--- src/rtl/linked_list_fifo_drain_pkg.sv ---
// Shared helpers for the linked-list FIFO and its drain: index widths and count-field slicing.
`define LLF_CNT_FIELD(vec, g, w) vec[((g)+1)*(w)-1 -: (w)]

package linked_list_fifo_drain_pkg;

  localparam int LLF_WIDTH = 64;
  localparam int LLF_DEPTH = 2048;
  localparam int LLF_FIFOS = 4;

  // Bits needed to hold 'value'; never less than 1 so single-queue builds still get a port.
  function automatic int llf_log2(input int value);
    int n;
    int v;
    n = 0;
    v = value;
    while (v > 0) begin
      n++;
      v = v >> 1;
    end
    return (n == 0) ? 1 : n;
  endfunction

endpackage

--- src/rtl/linked_list_fifo_drain_skid_buf2.sv ---
// Two-entry valid/ready buffer for {fifo id, data}; registered output, no write-to-read bypass.
// Writes are unconditional strobes, so the producer must hold its own credit; a write while full is dropped.
module llf_skid_buf2 #(
  parameter int W = 8
) (
  input  logic         clk,
  input  logic         rst,
  input  logic         wr_i,
  input  logic [W-1:0] wr_dat_i,
  output logic         rd_vld_o,
  input  logic         rd_rdy_i,
  output logic [W-1:0] rd_dat_o,
  output logic [1:0]   cnt_o
);

  logic [W-1:0] mem_q [2];
  logic         wr_ptr_q, wr_ptr_d;
  logic         rd_ptr_q, rd_ptr_d;
  logic [1:0]   cnt_q, cnt_d;
  logic         rd;
  logic         wr_ok;

  always_comb begin
    rd       = (cnt_q != 2'd0) && rd_rdy_i;
    wr_ok    = wr_i && (cnt_q != 2'd2);
    cnt_d    = cnt_q;
    if (wr_ok && !rd) begin
      cnt_d = cnt_q + 2'd1;
    end else if (!wr_ok && rd) begin
      cnt_d = cnt_q - 2'd1;
    end
    wr_ptr_d = wr_ok ? ~wr_ptr_q : wr_ptr_q;
    rd_ptr_d = rd ? ~rd_ptr_q : rd_ptr_q;
  end

  always_ff @(posedge clk) begin
    if (rst) begin
      cnt_q    <= 2'd0;
      wr_ptr_q <= 1'b0;
      rd_ptr_q <= 1'b0;
    end else begin
      cnt_q    <= cnt_d;
      wr_ptr_q <= wr_ptr_d;
      rd_ptr_q <= rd_ptr_d;
    end
  end

  always_ff @(posedge clk) begin
    if (wr_ok) begin
      mem_q[wr_ptr_q] <= wr_dat_i;
    end
  end

  assign rd_vld_o = (cnt_q != 2'd0);
  assign rd_dat_o = mem_q[rd_ptr_q];
  assign cnt_o    = cnt_q;

`ifndef SYNTHESIS
  always_ff @(posedge clk) begin
    if (!rst && wr_i && (cnt_q == 2'd2)) begin
      $display("llf_skid_buf2: write while full, word dropped at %0t", $time);
    end
  end
`endif

endmodule

--- src/rtl/linked_list_fifo_drain.sv ---
// Round-robin drain of the linked-list multi-FIFO into one tagged valid/ready stream; pop to out_valid is 2 cycles.
// Pops are credit-limited to the 2-entry skid buffer; LINKED_LIST_FIFO_DRAIN_STRICT_PRIO_EN selects lowest-index priority.
module linked_list_fifo_drain
  import linked_list_fifo_drain_pkg::*;
#(
  parameter int WIDTH      = LLF_WIDTH,
  parameter int DEPTH      = LLF_DEPTH,
  parameter int FIFOS      = LLF_FIFOS,
  parameter int LOG2_FIFOS = llf_log2(FIFOS - 1),
  parameter int LOG2_DEPTH = llf_log2(DEPTH - 1)
) (
  input  logic                        clk,
  input  logic                        rst,
  input  logic [LOG2_DEPTH*FIFOS-1:0] count_i,
  input  logic [WIDTH-1:0]            q_i,
  input  logic [FIFOS-1:0]            pop_enable_i,
  output logic                        pop_o,
  output logic [LOG2_FIFOS-1:0]       pop_fifo_o,
  output logic                        out_valid_o,
  input  logic                        out_ready_i,
  output logic [WIDTH-1:0]            out_data_o,
  output logic [LOG2_FIFOS-1:0]       out_fifo_o,
  output logic                        busy_o
);

  logic [FIFOS-1:0]      eligible;
  logic                  any_eligible;
  logic [LOG2_FIFOS-1:0] sel;
  logic                  pop;
  logic [1:0]            occ;
  logic [1:0]            buf_cnt;
  logic                  inflight_q, inflight_d;
  logic [LOG2_FIFOS-1:0] inflight_fifo_q, inflight_fifo_d;

  always_comb begin
    for (int g = 0; g < FIFOS; g++) begin
      eligible[g] = (`LLF_CNT_FIELD(count_i, g, LOG2_DEPTH) != '0) && pop_enable_i[g];
    end
    any_eligible = |eligible;
  end

`ifdef LINKED_LIST_FIFO_DRAIN_STRICT_PRIO_EN
  always_comb begin
    sel = '0;
    for (int g = FIFOS - 1; g >= 0; g--) begin
      if (eligible[g]) sel = LOG2_FIFOS'(g);
    end
  end
`else
  logic [LOG2_FIFOS-1:0] rr_q, rr_d;

  // Scan backwards from rr+FIFOS-1 so the candidate closest to rr is written last and wins.
  always_comb begin
    int idx;
    sel = '0;
    for (int k = FIFOS - 1; k >= 0; k--) begin
      idx = int'(rr_q) + k;
      if (idx >= FIFOS) idx = idx - FIFOS;
      if (eligible[idx]) sel = LOG2_FIFOS'(idx);
    end
  end

  always_comb begin
    rr_d = rr_q;
    if (pop) begin
      rr_d = (sel == LOG2_FIFOS'(FIFOS - 1)) ? '0 : sel + 1'b1;
    end
  end

  always_ff @(posedge clk) begin
    if (rst) rr_q <= '0;
    else     rr_q <= rr_d;
  end
`endif

  // Words owed to the skid buffer never exceed its two slots, counting the one in flight.
  always_comb begin
    occ             = buf_cnt + {1'b0, inflight_q};
    pop             = !rst && any_eligible &&
                      ((occ < 2'd2) || ((occ == 2'd2) && out_valid_o && out_ready_i));
    inflight_d      = pop;
    inflight_fifo_d = pop ? sel : inflight_fifo_q;
  end

  always_ff @(posedge clk) begin
    if (rst) begin
      inflight_q      <= 1'b0;
      inflight_fifo_q <= '0;
    end else begin
      inflight_q      <= inflight_d;
      inflight_fifo_q <= inflight_fifo_d;
    end
  end

  llf_skid_buf2 #(
    .W(LOG2_FIFOS + WIDTH)
  ) u_skid (
    .clk      (clk),
    .rst      (rst),
    .wr_i     (inflight_q),
    .wr_dat_i ({inflight_fifo_q, q_i}),
    .rd_vld_o (out_valid_o),
    .rd_rdy_i (out_ready_i),
    .rd_dat_o ({out_fifo_o, out_data_o}),
    .cnt_o    (buf_cnt)
  );

  assign pop_o      = pop;
  assign pop_fifo_o = pop ? sel : '0;
  assign busy_o     = inflight_q || (buf_cnt != 2'd0);

endmodule

--- config.mk ---
export PLATFORM = sky130hd
export DESIGN_NAME = linked_list_fifo_drain
export DESIGN_NICKNAME = d
export VERILOG_FILES = /design/src/rtl/linked_list_fifo_drain_pkg.sv /design/src/rtl/linked_list_fifo_drain_skid_buf2.sv /design/src/rtl/linked_list_fifo_drain.sv
export SDC_FILE = /design/constraint.sdc
export NUM_CORES = 1
export LEC_CHECK = 0
export CELL_PAD_IN_SITES_DETAIL_PLACEMENT = 0
export CELL_PAD_IN_SITES_GLOBAL_PLACEMENT = 1
export CORE_MARGIN = 2
export CORE_UTILIZATION = 40
export CTS_BUF_LIST = sky130_fd_sc_hd__clkbuf_4 sky130_fd_sc_hd__clkbuf_8
export DETAILED_ROUTE_END_ITERATION = 7
export PLACE_DENSITY = 0.92
export SLEW_MARGIN = 0
export SYNTH_ARGS = -nofsm -noshare
export SYNTH_HDL_FRONTEND = slang
export SYNTH_SLANG_ARGS = --single-unit
--- constraint.sdc ---
create_clock -name clk -period 6.5 [get_ports clk]
set_input_delay 1.3 -clock clk [delete_from_list [all_inputs] [get_ports clk]]
set_output_delay 1.3 -clock clk [all_outputs]
set_load 0.03 [all_outputs]
**Word level (Yosys, flattened, before mapping)**

Memory sizes are Yosys's and may differ from the RTL's. A register that Yosys moved wholly into a read port is not among the register bits.
Index checks and enable logic that the tools add are counted.

- Register bits after elaboration: 9
- Latch bits: 0
- Memory bits (writable): 132
- ROM bits: 0
- Output and inout port bits: 71
- Memories: 1

Memories:

| memory | words | bits a word | read ports | clocked after Yosys merged registers in | wr ports | line | RTL |
|---|---|---|---|---|---|---|---|
| u_skid.mem_q | 2 | 66 | 1 | 1 | 1 | linked_list_fifo_drain_skid_buf2.sv:16 | `logic [W-1:0] mem_q [2];` |

- Add/sub/neg operators: 11
- Multiply operators: 0
- Divide/modulo/power cells: 0
- Order comparisons: 9
- Equal/unequal tests: 3
- Shift operators: 0
- Mux-type cells: 28
- Bitwise logic cells: 2
- Reduce and logical (&&, ||, !) cells: 24

Operators with widths:

| operator | count |
|---|---|
| $lt 32x4->1 const B | 4 |
| $mux 32 | 4 |
| $reduce_bool 11->1 | 4 |
| $mux 2 | 8 |
| $logic_and 1x1->1 | 12 |
| $mux 1 | 12 |
| $sub 3x3->4 const B | 3 |
| $ge 3x3->1 const B | 3 |
| $bmux 1 s2 | 4 |
| $add 2x2->3 const B | 2 |
| $add 2x1->2 const B | 2 |
| $eq 2x2->1 const B | 2 |
| $reduce_bool 2->1 | 2 |
| $reduce_or 4->1 | 1 |
| $sub 2x3->4 const B | 1 |
| $add 2x1->3 const B | 1 |
| $ge 2x3->1 const B | 1 |
| $logic_not 1->1 | 3 |
| $add 2x1->2 | 1 |
| $logic_or 1x1->1 | 2 |
| $lt 2x2->1 const B | 1 |
| $ne 2x2->1 const B | 1 |
| $not 1->1 | 2 |
| $sub 2x1->2 const B | 1 |

**Depth between registers and ports, before layout**

Gate-level depths: netlist (run 1).

- Depth in word-level cells: 12
- Mapped depth: 7

**Hierarchy**

Synthesis (run 1) repeated with hierarchy kept, for this count alone.

- Cell total of the unflattened synthesis: 286
- Area, all modules: 5482.8 um^2

By module, submodules not included:

| module | times used | cells each | area each (um^2) | seq. area each (um^2) |
|---|---|---|---|---|
| llf_skid_buf2 | 1 | 231 | 4989.8 | 4063.9 |
| linked_list_fifo_drain | 1 | 55 | 493.0 | 100.1 |

**Worst setup path after synthesis (run 1)**

OpenSTA, ideal clock, no wires.

- Path type: input port to output port
- From: input count_i[35]
- To: output pop_fifo_o[1]
- Arrival time: 2.921 ns
- Slack: 2.279 ns
- Stages: 5
- Cells stage by stage: or4_1 o31ai_2 nand2_2 o31ai_4 and2b_2

- Cells in the longest elaborated chain, start to end: 10

Ends and longest elaborated chain:

| element | line | RTL |
|---|---|---|
| start: declaration | linked_list_fifo_drain.sv:14 | `input logic [LOG2_DEPTH*FIFOS-1:0] count_i,` |
| $reduce_bool 11->1 (no line) (*) | -- |  |
| $logic_and 1x1->1 (*) | linked_list_fifo_drain.sv:37 | `` eligible[g] = (`LLF_CNT_FIELD(count_i, g, LOG2_DEPTH) != '0) && pop_enable_i[g]; `` |
| $bmux 1 s2 | linked_list_fifo_drain.sv:59 | `if (eligible[idx]) sel = LOG2_FIFOS'(idx);` |
| $mux 1 (implied by the code) (2 in series) | linked_list_fifo_drain.sv:59 |  |
| $mux 2 (4 in series) | linked_list_fifo_drain.sv:59 |  |
| $mux 2 (*) | linked_list_fifo_drain.sv:109 | `assign pop_fifo_o = pop ? sel : '0;` |
| end: declaration | linked_list_fifo_drain.sv:18 | `output logic [LOG2_FIFOS-1:0] pop_fifo_o,` |

Every way passes the cells marked *; elsewhere a longest branch is shown, timed or not. The select of a mux whose other input is x is not followed.

**Worst setup path after layout (run 1)**

- From: input count_i[34]
- To: output pop_fifo_o[1]

The elaborated chain is that of the path after synthesis.

==> metrics.csv, run 1 <==
stage,metric,value,unit
power,ir_drop,0.143,mV
logic_synthesis,ys_ff_latch,142,
critical_path,worst_path_most_repeated_cell,clkdlybuf4s50_1,
logic_synthesis,synthesis.area,0.00544,mm²
global_route,grt_pass1_vias,3564,
critical_path,regToRegSetupSlack,3920,ps
routing,wl_per_cell,16.7,µm
clocking,post_cts_buffers,0,
routing,num_vias,3266,
clocking,clock-sinks,142,
power,p_total,0.00318,W
floorplan,fp.dieArea,0.0145,mm²
critical_path,r2r_start,u_skid.cnt_o[0],
min_path,hp-class,register to register,
clocking,cts_buffers,17,
logic_synthesis,synth_edf_count,132,
timing,slew_headroom,0.356,
logic_synthesis,synth_seq_area_share,0.766,
critical_path,r2r_end,u_skid.mem_q[1][18],
critical_path,worstPathCellList,clkdlybuf4s50_1 > or4_4 > o31ai_2 > nand2_2 > o31ai_4 > and2b_2 > clkdlybuf4s50_1,
global_route,grt_overflow_total,0,
final_layout,nets,604,
clocking,cts_tree,built,
routing,first_pass_iters,5,
floorplan,chipWidth,121,µm
logic_synthesis,synth_common_cells,"132 x edfxtp_1, 66 x mux2_2, 10 x dfxtp_1, 10 x inv_1, 8 x clkbuf_1",
routing,first_iter_violations,186,
timing,hold_viol_final,0,
critical_path,cpLargestDelayFamily,buffers and inverters,
place,gp_congestion,0.802,
logic_synthesis,synth.most_common_cell,edfxtp_1,
clocking,cts.path.max_buffers,2,
power,p_per_area,403,mW/mm²
floorplan,pin_count,186,
critical_path,worstSetupPathType,primary input to output port,
critical_path,cp-start-kind,primary input,
final_layout,multiInputGateArea,0.00122,mm²
logic_synthesis,syn-num-nets,405,
clocking,path_clk_slew,80,ps
critical_path,arrival,4030,ps
place,numPortBuffers,185,
logic_synthesis,synthFlopType,edfxtp_1,
timing,worst_pin_slew,964,ps
place,dp_slack,1200,ps
critical_path,startpoint,count_i[34],
power,p_leak,2.67,nW
routing,drc,0,
critical_path,slowest_stage,clkdlybuf4s50_1,
logic_synthesis,postSynthCellCount,288,
logic_synthesis,synth.distinct_cells,35,
timing,finalCritPeriodShare,0.820,
floorplan,core_area,0.0132,mm²
logic_synthesis,synth_warnings,0,
logic_synthesis,yosys-top-cells-area,"edfxtp_1 73%, mux2_2 14%, dfxtp_1 3.7%",
routing,postRouteAntennaNets,0,
timing,setup_ws,1170,ps
clocking,cts_hold_buf,0,
timing,slew_viol_final,0,
timing,fin_tns_setup,0,ps
logic_synthesis,async_flop_share,0,
outcome,outcome,finished clean,
floorplan,dieHeight,121,µm
critical_path,worst-path-stages,7,
timing,fin_worst_skew,10.0,ps
timing,fmax,188,MHz
routing,wl,11300,µm
timing,setup_viol,0,
critical_path,cp.required,5200,ps
critical_path,crit_fanout,8,
final_layout,n_antenna_cell,0,
global_route,antenna_found_initial,0,
clocking,cts_resized,0,
critical_path,max_stage_delay,590,ps
final_layout,seq_area,0.00417,mm²
timing,grt_setup_unrepaired,no,
clocking,h-tree-depth,4,
logic_synthesis,avgSynthCellArea,18.9,µm²
global_route,grt_max_degree,38,
critical_path,reg2reg_depth,3,
place,dp_hpwl,7840,µm
final_layout,drive_gt1_frac,0.236,
critical_path,critPathCaptureType,output port,
final_layout,area_delta_synth_final,44.9,%
routing,drt-vias-per-instance,4.83,
clocking,cts-root-buf,clkbuf_8,
critical_path,critical_path_buf_inv_count,2,
logic_synthesis,yosysTopAreaCellShare,0.729,
final_layout,fill_cells,1029,
critical_path,endpoint,pop_fifo_o[1],
global_route,track_usage,0.161,
timing,min_period,5330,ps
floorplan,num_rows,42,
final_layout,final_util,0.595,
logic_synthesis,synth_top_area_cell,edfxtp_1,
global_route,grt_first_pass_wirelength,17600,µm
floorplan,start_util,0.411,
run,drv_cap,0,
clocking,clkLatencyLatePin,420,ps
## placed cells by master, fill, tap and decap left out, types with 3 or more instances in the layout
cell,count
mux2_2,66
xor2_1,4
clkbuf_8,17
nor2_1,5
dfxtp_1,9
a221oi_1,3
clkdlybuf4s50_1,185
inv_1,10
a21oi_1,4
or3_1,4
edfxtp_1,132
or4_4,3
nor4_1,4
clkinvlp_4,4
inv_6,4
o21ai_0,3
clkinv_2,3
buf_4,3
## worst register-to-register path, delay by kind of cell (launching register included)
| family | cells | cell delay, ps |
|---|---|---|
| flip-flops | 1 | 450 |
| AND/OR/NAND/NOR | 1 | 850 |
| buffers and inverters | 1 | 570 |
| AO/OA/AOI/OAI | 1 | 340 |
## registers in the layout, summed over array words and instances (netlist names), named ones only
name,cells
inflight_fifo_q,2
inflight_q,1
rr_q,2
u_skid.cnt_o,2
u_skid.mem_q,132
u_skid.rd_ptr_q,1
u_skid.wr_ptr_q,1
## layout make-up
type / count / share of cell area
Sequential cell: 142 / 0.528
Clock buffer: 19 / 0.0316
Tap cell: 176 / 0.0279
Timing Repair Buffer: 188 / 0.238
Multi-Input combinational cell: 127 / 0.154
Inverter: 11 / 0.00524
Clock inverter: 13 / 0.0144
## per-stage QoR
stage / hold slack, ps / instance area [µm²] / instances
after floorplan: 425 / 5440 / 288
after global placement: 443 / 7520 / 644
after detailed placement: 455 / 7520 / 644
after CTS: 475 / 7880 / 676
after global routing: 482 / 7880 / 676
final: 473 / 7880 / 676
## worst min-delay path by stage
| stage | startpoint | end | slack [ps] | cells after the start |
|---|---|---|---|---|
| final | inflight_fifo_q[1] | u_skid.mem_q[1][65] | 470 | 0 |
| after global routing | inflight_fifo_q[0] | u_skid.mem_q[0][64] | 480 | 0 |
| after CTS | inflight_fifo_q[0] | u_skid.mem_q[0][64] | 480 | 0 |
| after detailed placement | inflight_fifo_q[0] | u_skid.mem_q[0][64] | 460 | 0 |
| after global placement | inflight_fifo_q[0] | u_skid.mem_q[0][64] | 440 | 0 |
| after floorplan | inflight_fifo_q[1] | u_skid.mem_q[0][65] | 430 | 0 |
## routing by layer
layer  vias to the layer above  wire length [µm]  global-route usage  part of all wire
met4                         0               119              0.0610             0.011
met2                       148              5650               0.276              0.50
li1                       1529                 -                   -                 -
met1                      1578              4530               0.181              0.40
met3                        11              1010              0.0642             0.089
met5                         -                 0                   0                 0
## kinds of logic (layout without fill, tap and decap cells)
family                   count (synthesis)  in the layout  synth area share
AO/OA/AOI/OAI                           21             21            0.0343
XOR/XNOR                                 5              5           0.00805
adder cells (fa/ha/maj)                  2              2           0.00460
buffers and inverters                   19            231            0.0131
flip-flops                             142            142             0.766
multiplexers                            67             67             0.139
AND/OR/NAND/NOR                         32             32            0.0357
## power by group
part	internal (W)	total (W)	switching, W
combinational	0.000548	0.00123	0.000683
sequential	0.00123	0.00131	0.0000763
clock	0.000312	0.000637	0.000325
No activity file was read; power rests on OpenSTA's default activity.
==> run 2: changes to the inputs <==
--- a/config.mk
+++ b/config.mk
@@ -8,10 +8,10 @@
 export CELL_PAD_IN_SITES_DETAIL_PLACEMENT = 0
 export CELL_PAD_IN_SITES_GLOBAL_PLACEMENT = 1
 export CORE_MARGIN = 2
-export CORE_UTILIZATION = 40
+export CORE_UTILIZATION = 35
 export CTS_BUF_LIST = sky130_fd_sc_hd__clkbuf_4 sky130_fd_sc_hd__clkbuf_8
 export DETAILED_ROUTE_END_ITERATION = 7
-export PLACE_DENSITY = 0.92
+export PLACE_DENSITY = 0.86
 export SLEW_MARGIN = 0
 export SYNTH_ARGS = -nofsm -noshare
 export SYNTH_HDL_FRONTEND = slang
==> constraint.sdc (replaced) <==
create_clock -name clk -period 4.4 [get_ports clk]
set_input_delay 0.88 -clock clk [delete_from_list [all_inputs] [get_ports clk]]
set_output_delay 0.88 -clock clk [all_outputs]
set_load 0.03 [all_outputs]
==> run 2 against run 1 <==
  * First-iteration DRC count fell by 28%
  * Power up 53%
  * Clock-buffer cell count is 2 higher
  * Via count grew 0.86%
  * Critical path type unchanged
  * Global-route usage shrank 2.1 points
  * Largest power group unchanged
  * Critical endpoint is now pop_o
  * Routed wire length barely moved
==> metrics.csv, run 2 (same netlist as run 1, synthesis figures left out) <==
stage,metric,value,unit,change
clocking,h-tree-depth,4,,unchanged
floorplan,core_area,0.0152,mm²,+15%
clocking,clkLatencyLatePin,440,ps,+20 ps
timing,slew_viol_final,0,,unchanged
timing,fmax,236,MHz,
routing,drt-vias-per-instance,4.77,,-1.3%
final_layout,area_delta_synth_final,47.3,%,
critical_path,crit_fanout,4,,-4
routing,first_pass_iters,4,,-1
clocking,cts-root-buf,clkbuf_8,,
floorplan,dieHeight,129,µm,+6.7%
final_layout,n_antenna_cell,0,,unchanged
critical_path,worst_path_most_repeated_cell,clkdlybuf4s50_1,,
critical_path,cp-start-kind,primary input,,
timing,grt_setup_unrepaired,no,,
floorplan,fp.dieArea,0.0165,mm²,+14%
timing,min_period,4240,ps,
timing,hold_viol_final,0,,unchanged
critical_path,max_stage_delay,600,ps,about the same
place,dp_slack,41.0,ps,-1160 ps
power,p_leak,2.75,nW,+3.0%
timing,fin_worst_skew,10.7,ps,+0.665 ps
clocking,cts_hold_buf,0,,unchanged
floorplan,num_rows,45,,+7.1%
critical_path,reg2reg_depth,3,,unchanged
min_path,min_path_cells,0,,unchanged
routing,postRouteAntennaNets,0,,unchanged
critical_path,worstPathCellList,clkdlybuf4s50_1 > or4_4 > o31ai_2 > nand2_2 > o31ai_4 > inv_2 > clkdlybuf4s50_1,,
floorplan,pin_count,186,,unchanged
timing,setup_viol,0,,unchanged
critical_path,r2r_start,u_skid.cnt_o[0],,
floorplan,chipWidth,129,µm,+6.7%
outcome,outcome,finished clean,,
routing,wl_per_cell,16.4,µm,-2.1%
place,dp_hpwl,7820,µm,-0.19%
timing,fin_tns_setup,0,ps,unchanged
power,ir_drop,0.208,mV,+45%
clocking,post_cts_buffers,0,,unchanged
critical_path,cp.required,3520,ps,-1680 ps
min_path,min_to,u_skid.mem_q[1][64],,
global_route,grt_pass1_vias,3615,,+1.4%
clocking,cts.path.max_buffers,2,,unchanged
min_path,hp-class,register to register,,
min_path,worstHoldStart,inflight_fifo_q[0],,
timing,worst_pin_slew,979,ps,+14.9 ps
critical_path,slowest_stage,clkdlybuf4s50_1,,
final_layout,final_common_cell,clkdlybuf4s50_1,,
timing,finalCritPeriodShare,0.964,,
critical_path,arrival,3360,ps,-670 ps
place,numPortBuffers,185,,unchanged
global_route,grt_overflow_total,0,,unchanged
critical_path,r2r_end,u_skid.mem_q[0][41],,
critical_path,critPathCaptureType,output port,,
critical_path,worstSetupPathType,primary input to output port,,
power,p_per_area,608,mW/mm²,+51%
final_layout,largest_reg_flops,132,,unchanged
critical_path,regToRegSetupSlack,2060,ps,-1860 ps
routing,wl,11300,µm,about the same
final_layout,final_util,0.527,,-0.0683
clocking,clock-sinks,142,,unchanged
final_layout,final_cell_mix,"183 x clkdlybuf4s50_1, 132 x edfxtp_1, 66 x mux2_2, 20 x clkbuf_8, 10 x inv_1",,
place,gp_congestion,0.721,,-10%
timing,slew_headroom,0.346,,-0.00997
routing,first_iter_violations,133,,-28%
run,drv_cap,0,,unchanged
global_route,antenna_found_initial,0,,unchanged
final_layout,drive_gt1_frac,0.247,,+0.0105
clocking,cts_tree,built,,
clocking,cts_buffers,17,,unchanged
final_layout,nets,607,,+0.50%
global_route,grt_first_pass_wirelength,17300,µm,-1.7%
floorplan,start_util,0.358,,-0.0529
global_route,grt_max_degree,67,,+76%
routing,drc,0,,unchanged
clocking,path_clk_slew,80,ps,about the same
final_layout,top_register,u_skid.mem_q,,
global_route,track_usage,0.141,,-0.0208
routing,num_vias,3294,,+0.86%
timing,setup_ws,159,ps,-1010 ps
## run 2: worst max-delay path by stage
stage | from | cells past startpoint | slack (ps) | endpoint
after floorplan | u_skid.cnt_o[0] | 2 | 510 | u_skid.mem_q[0][0]
after global placement | count_i[12] | 8 | 110 | pop_fifo_o[0]
after detailed placement | count_i[34] | 8 | 40 | pop_fifo_o[0]
after CTS | count_i[34] | 8 | 40 | pop_fifo_o[0]
after global routing | count_i[12] | 7 | 80 | pop_o
final | count_i[34] | 7 | 160 | pop_o
## run 2: worst max-delay path, delay by kind of cell
| kind | cells | cell delay [ps] |
|---|---|---|
| compound gates | 2 | 680 |
| buf+inv | 3 | 1110 |
| simple gates | 2 | 680 |
## run 2: area by class of cell
class                      count  area, µm²
timing repair buffer         191       1920
fill                        1262       7190
clock buffer                  21        283
sequential                   142       4170
tap                          188        235
clock inverter                11        136
multi-input combinational    127       1220
inverter                      11       41.3
## run 2: repair_timing
| action | CTS | global route |
|---|---|---|
| endpoints found under the setup margin | 0 | 1 |
| gates resized for setup | 0 | 2 |
| endpoints found under the hold margin | 0 | 0 |
## run 2: power breakdown
| group | internal, W | leakage [nW] | switching (W) |
|---|---|---|---|
| registers | 0.00182 | 1.31 | 0.000154 |
| clock network | 0.000609 | 0.220 | 0.000468 |
| logic | 0.000833 | 1.23 | 0.000981 |
| total | 0.00327 | 2.75 | 0.00160 |
## run 2: metal layers
layer  vias to the layer above  share of wire  track usage
li1                       1539              -            -
met1                      1598           0.40        0.149
met2                       149           0.50        0.240
met3                         8          0.093       0.0694
met4                         0         0.0087       0.0550
met5                         -              0            0
## run 2: stage by stage
step / total power (W) / hold WS (ps) / instance area, µm² / cells
4_1_cts: 0.00494 / 484 / 8000 / 691
3_5_place_dp: 0.00385 / 463 / 7580 / 659
2_1_floorplan: 0.00306 / 425 / 5440 / 288
3_3_place_gp: 0.00380 / 446 / 7580 / 659
5_1_grt: 0.00511 / 496 / 8010 / 691
6_report: 0.00487 / 479 / 8010 / 691
==> variant: new RTL, settings of run 1 <==
`LLF_DEPTH`: 2048 -> 1024.
--- a/src/rtl/linked_list_fifo_drain_pkg.sv
+++ b/src/rtl/linked_list_fifo_drain_pkg.sv
@@ -4,7 +4,7 @@
 package linked_list_fifo_drain_pkg;
 
   localparam int LLF_WIDTH = 64;
-  localparam int LLF_DEPTH = 2048;
+  localparam int LLF_DEPTH = 1024;
   localparam int LLF_FIFOS = 4;
 
   // Bits needed to hold 'value'; never less than 1 so single-queue builds still get a port.
Ports: changed (resized count_i); port bits go from 186 to 182. The function was not compared with the original's and may differ.
==> variant against run 1 <==
- critical path type unchanged
- global-route usage shrank 1.0 points
- critical path depth increased by 1
- via count down 0.83%
- routed wire length decreased by 5.0%
- synthesized cell count increased by 0.35%
- core utilization decreased by 0.18 points
- power grew 0.74%
- synthesized area shrank 0.21%
- sequential cell count did not move
- largest power group unchanged
- hold slack gained 3.1 ps
- final area down 0.30%
- setup slack improved by 56 ps
- non-clock buffer count down 5
==> variant: results (changes against run 1) <==
synth_fp_nets: 402  # -0.74%
initialDrtViolationCount: 196  # +5.4%
placed_cell_area_mm2: 0.007457  # -0.82%
fin_crit_sh_pct: 81.16  # -0.87 points
setup.worst_path.start: "count_i[27]"
nNetsFinal: 596  # -1.3%
intPower_mw: 2.139  # +2.2%
synth_cell_type_count: 40  # +14%
grt_pass1_wl_mm: 16.35  # -7.3%
synth-compound-area-share_pct: 3.182  # -0.25 points
clock_skew_ps: 8.714  # -1.302 ps
timing.rr.end: "u_skid.mem_q[0][40]"
gp_congestion: 0.7512  # -6.3%
synthMuxAreaShare_pct: 13.88  # +0.029 points
first_pass_iters: 4  # -1
vias: 3239  # -0.83%
netlist_top_cells_area: "edfxtp_1 (73%), mux2_1 (8.3%), mux2_2 (5.4%)"
power.leakage_nw: 2.692  # +0.77%
grt_max_degree: 67  # +76%
place_worst_setup_slack_ps: 1213  # +13.45 ps
cp.arrival_ps: 3980  # -50 ps
crit_path_max_fanout: 4  # -4
ir_drop_uv: 185.7  # +30%
synth-edff-count: 132  # unchanged
pwr-share-comb_pct: 36.4  # -2.3 points
synthXorXnorAreaFrac_pct: 0.8070  # +0.0017 points
status: "completed"
tightest_slew_ps: 911.9  # -51.99 ps
cp_top_family: "buffers and inverters"
hold-worst-slack_ps: 475.8  # +3.058 ps
io_buffers: 181  # -2.2%
synth_commonest_cells: "edfxtp_1 (132), mux2_1 (40), mux2_2 (26), inv_1 (11), nor2_1 (11)"
drive_gt1_share_pct: 14.52  # -9.1 points
synth_fa_ha_area_share_pct: 0.4611  # +0.00095 points
cpPeakStageDelay_ps: 670  # +80 ps
wl_mm: 10.74  # -5.0%
grt_pass1_vias: 3402  # -4.5%
r2r_setup_slack_ps: 4150  # +230 ps
grt_use_total_pct: 15.10  # -1.0 points
fillers: 1043  # +1.4%
ys_seq_area_share_pct: 76.74  # +0.16 points
==> variant: cell types whose count changed in the layout (fill, tap and decap cells not counted), moves of 3 or more <==
cell	change
mux2_1	+40
clkdlybuf4s50_1	-4
mux2_2	-40
nor2_1	+4
inv_6	-3
==> variant: stage by stage <==
step,cells,power [mW]
2_1_floorplan,289,2.039
6_report,672,3.202
4_1_cts,672,3.247
3_3_place_gp,640,2.516
3_5_place_dp,640,2.540
5_1_grt,672,3.358
==> variant: per-layer routing <==
layer / global-route usage, % / part of all wire [%]
met3: 5.519 / 8.4
met4: 5.814 / 1.1
met5: 0 / 0
met1: 16.11 / 39
met2: 27.12 / 52
==> variant: cell type report <==
cell class / instances / area, um^2 / share of cell area [%]
multi-input combinational: 127 / 1197 / 15.24
tap: 176 / 220.2 / 2.803
sequential: 142 / 4168 / 53.04
clock inverter: 12 / 143.9 / 1.831
timing repair buffer: 183 / 1827 / 23.25
inverter: 12 / 45.04 / 0.5732
clock buffer: 20 / 256.5 / 3.264
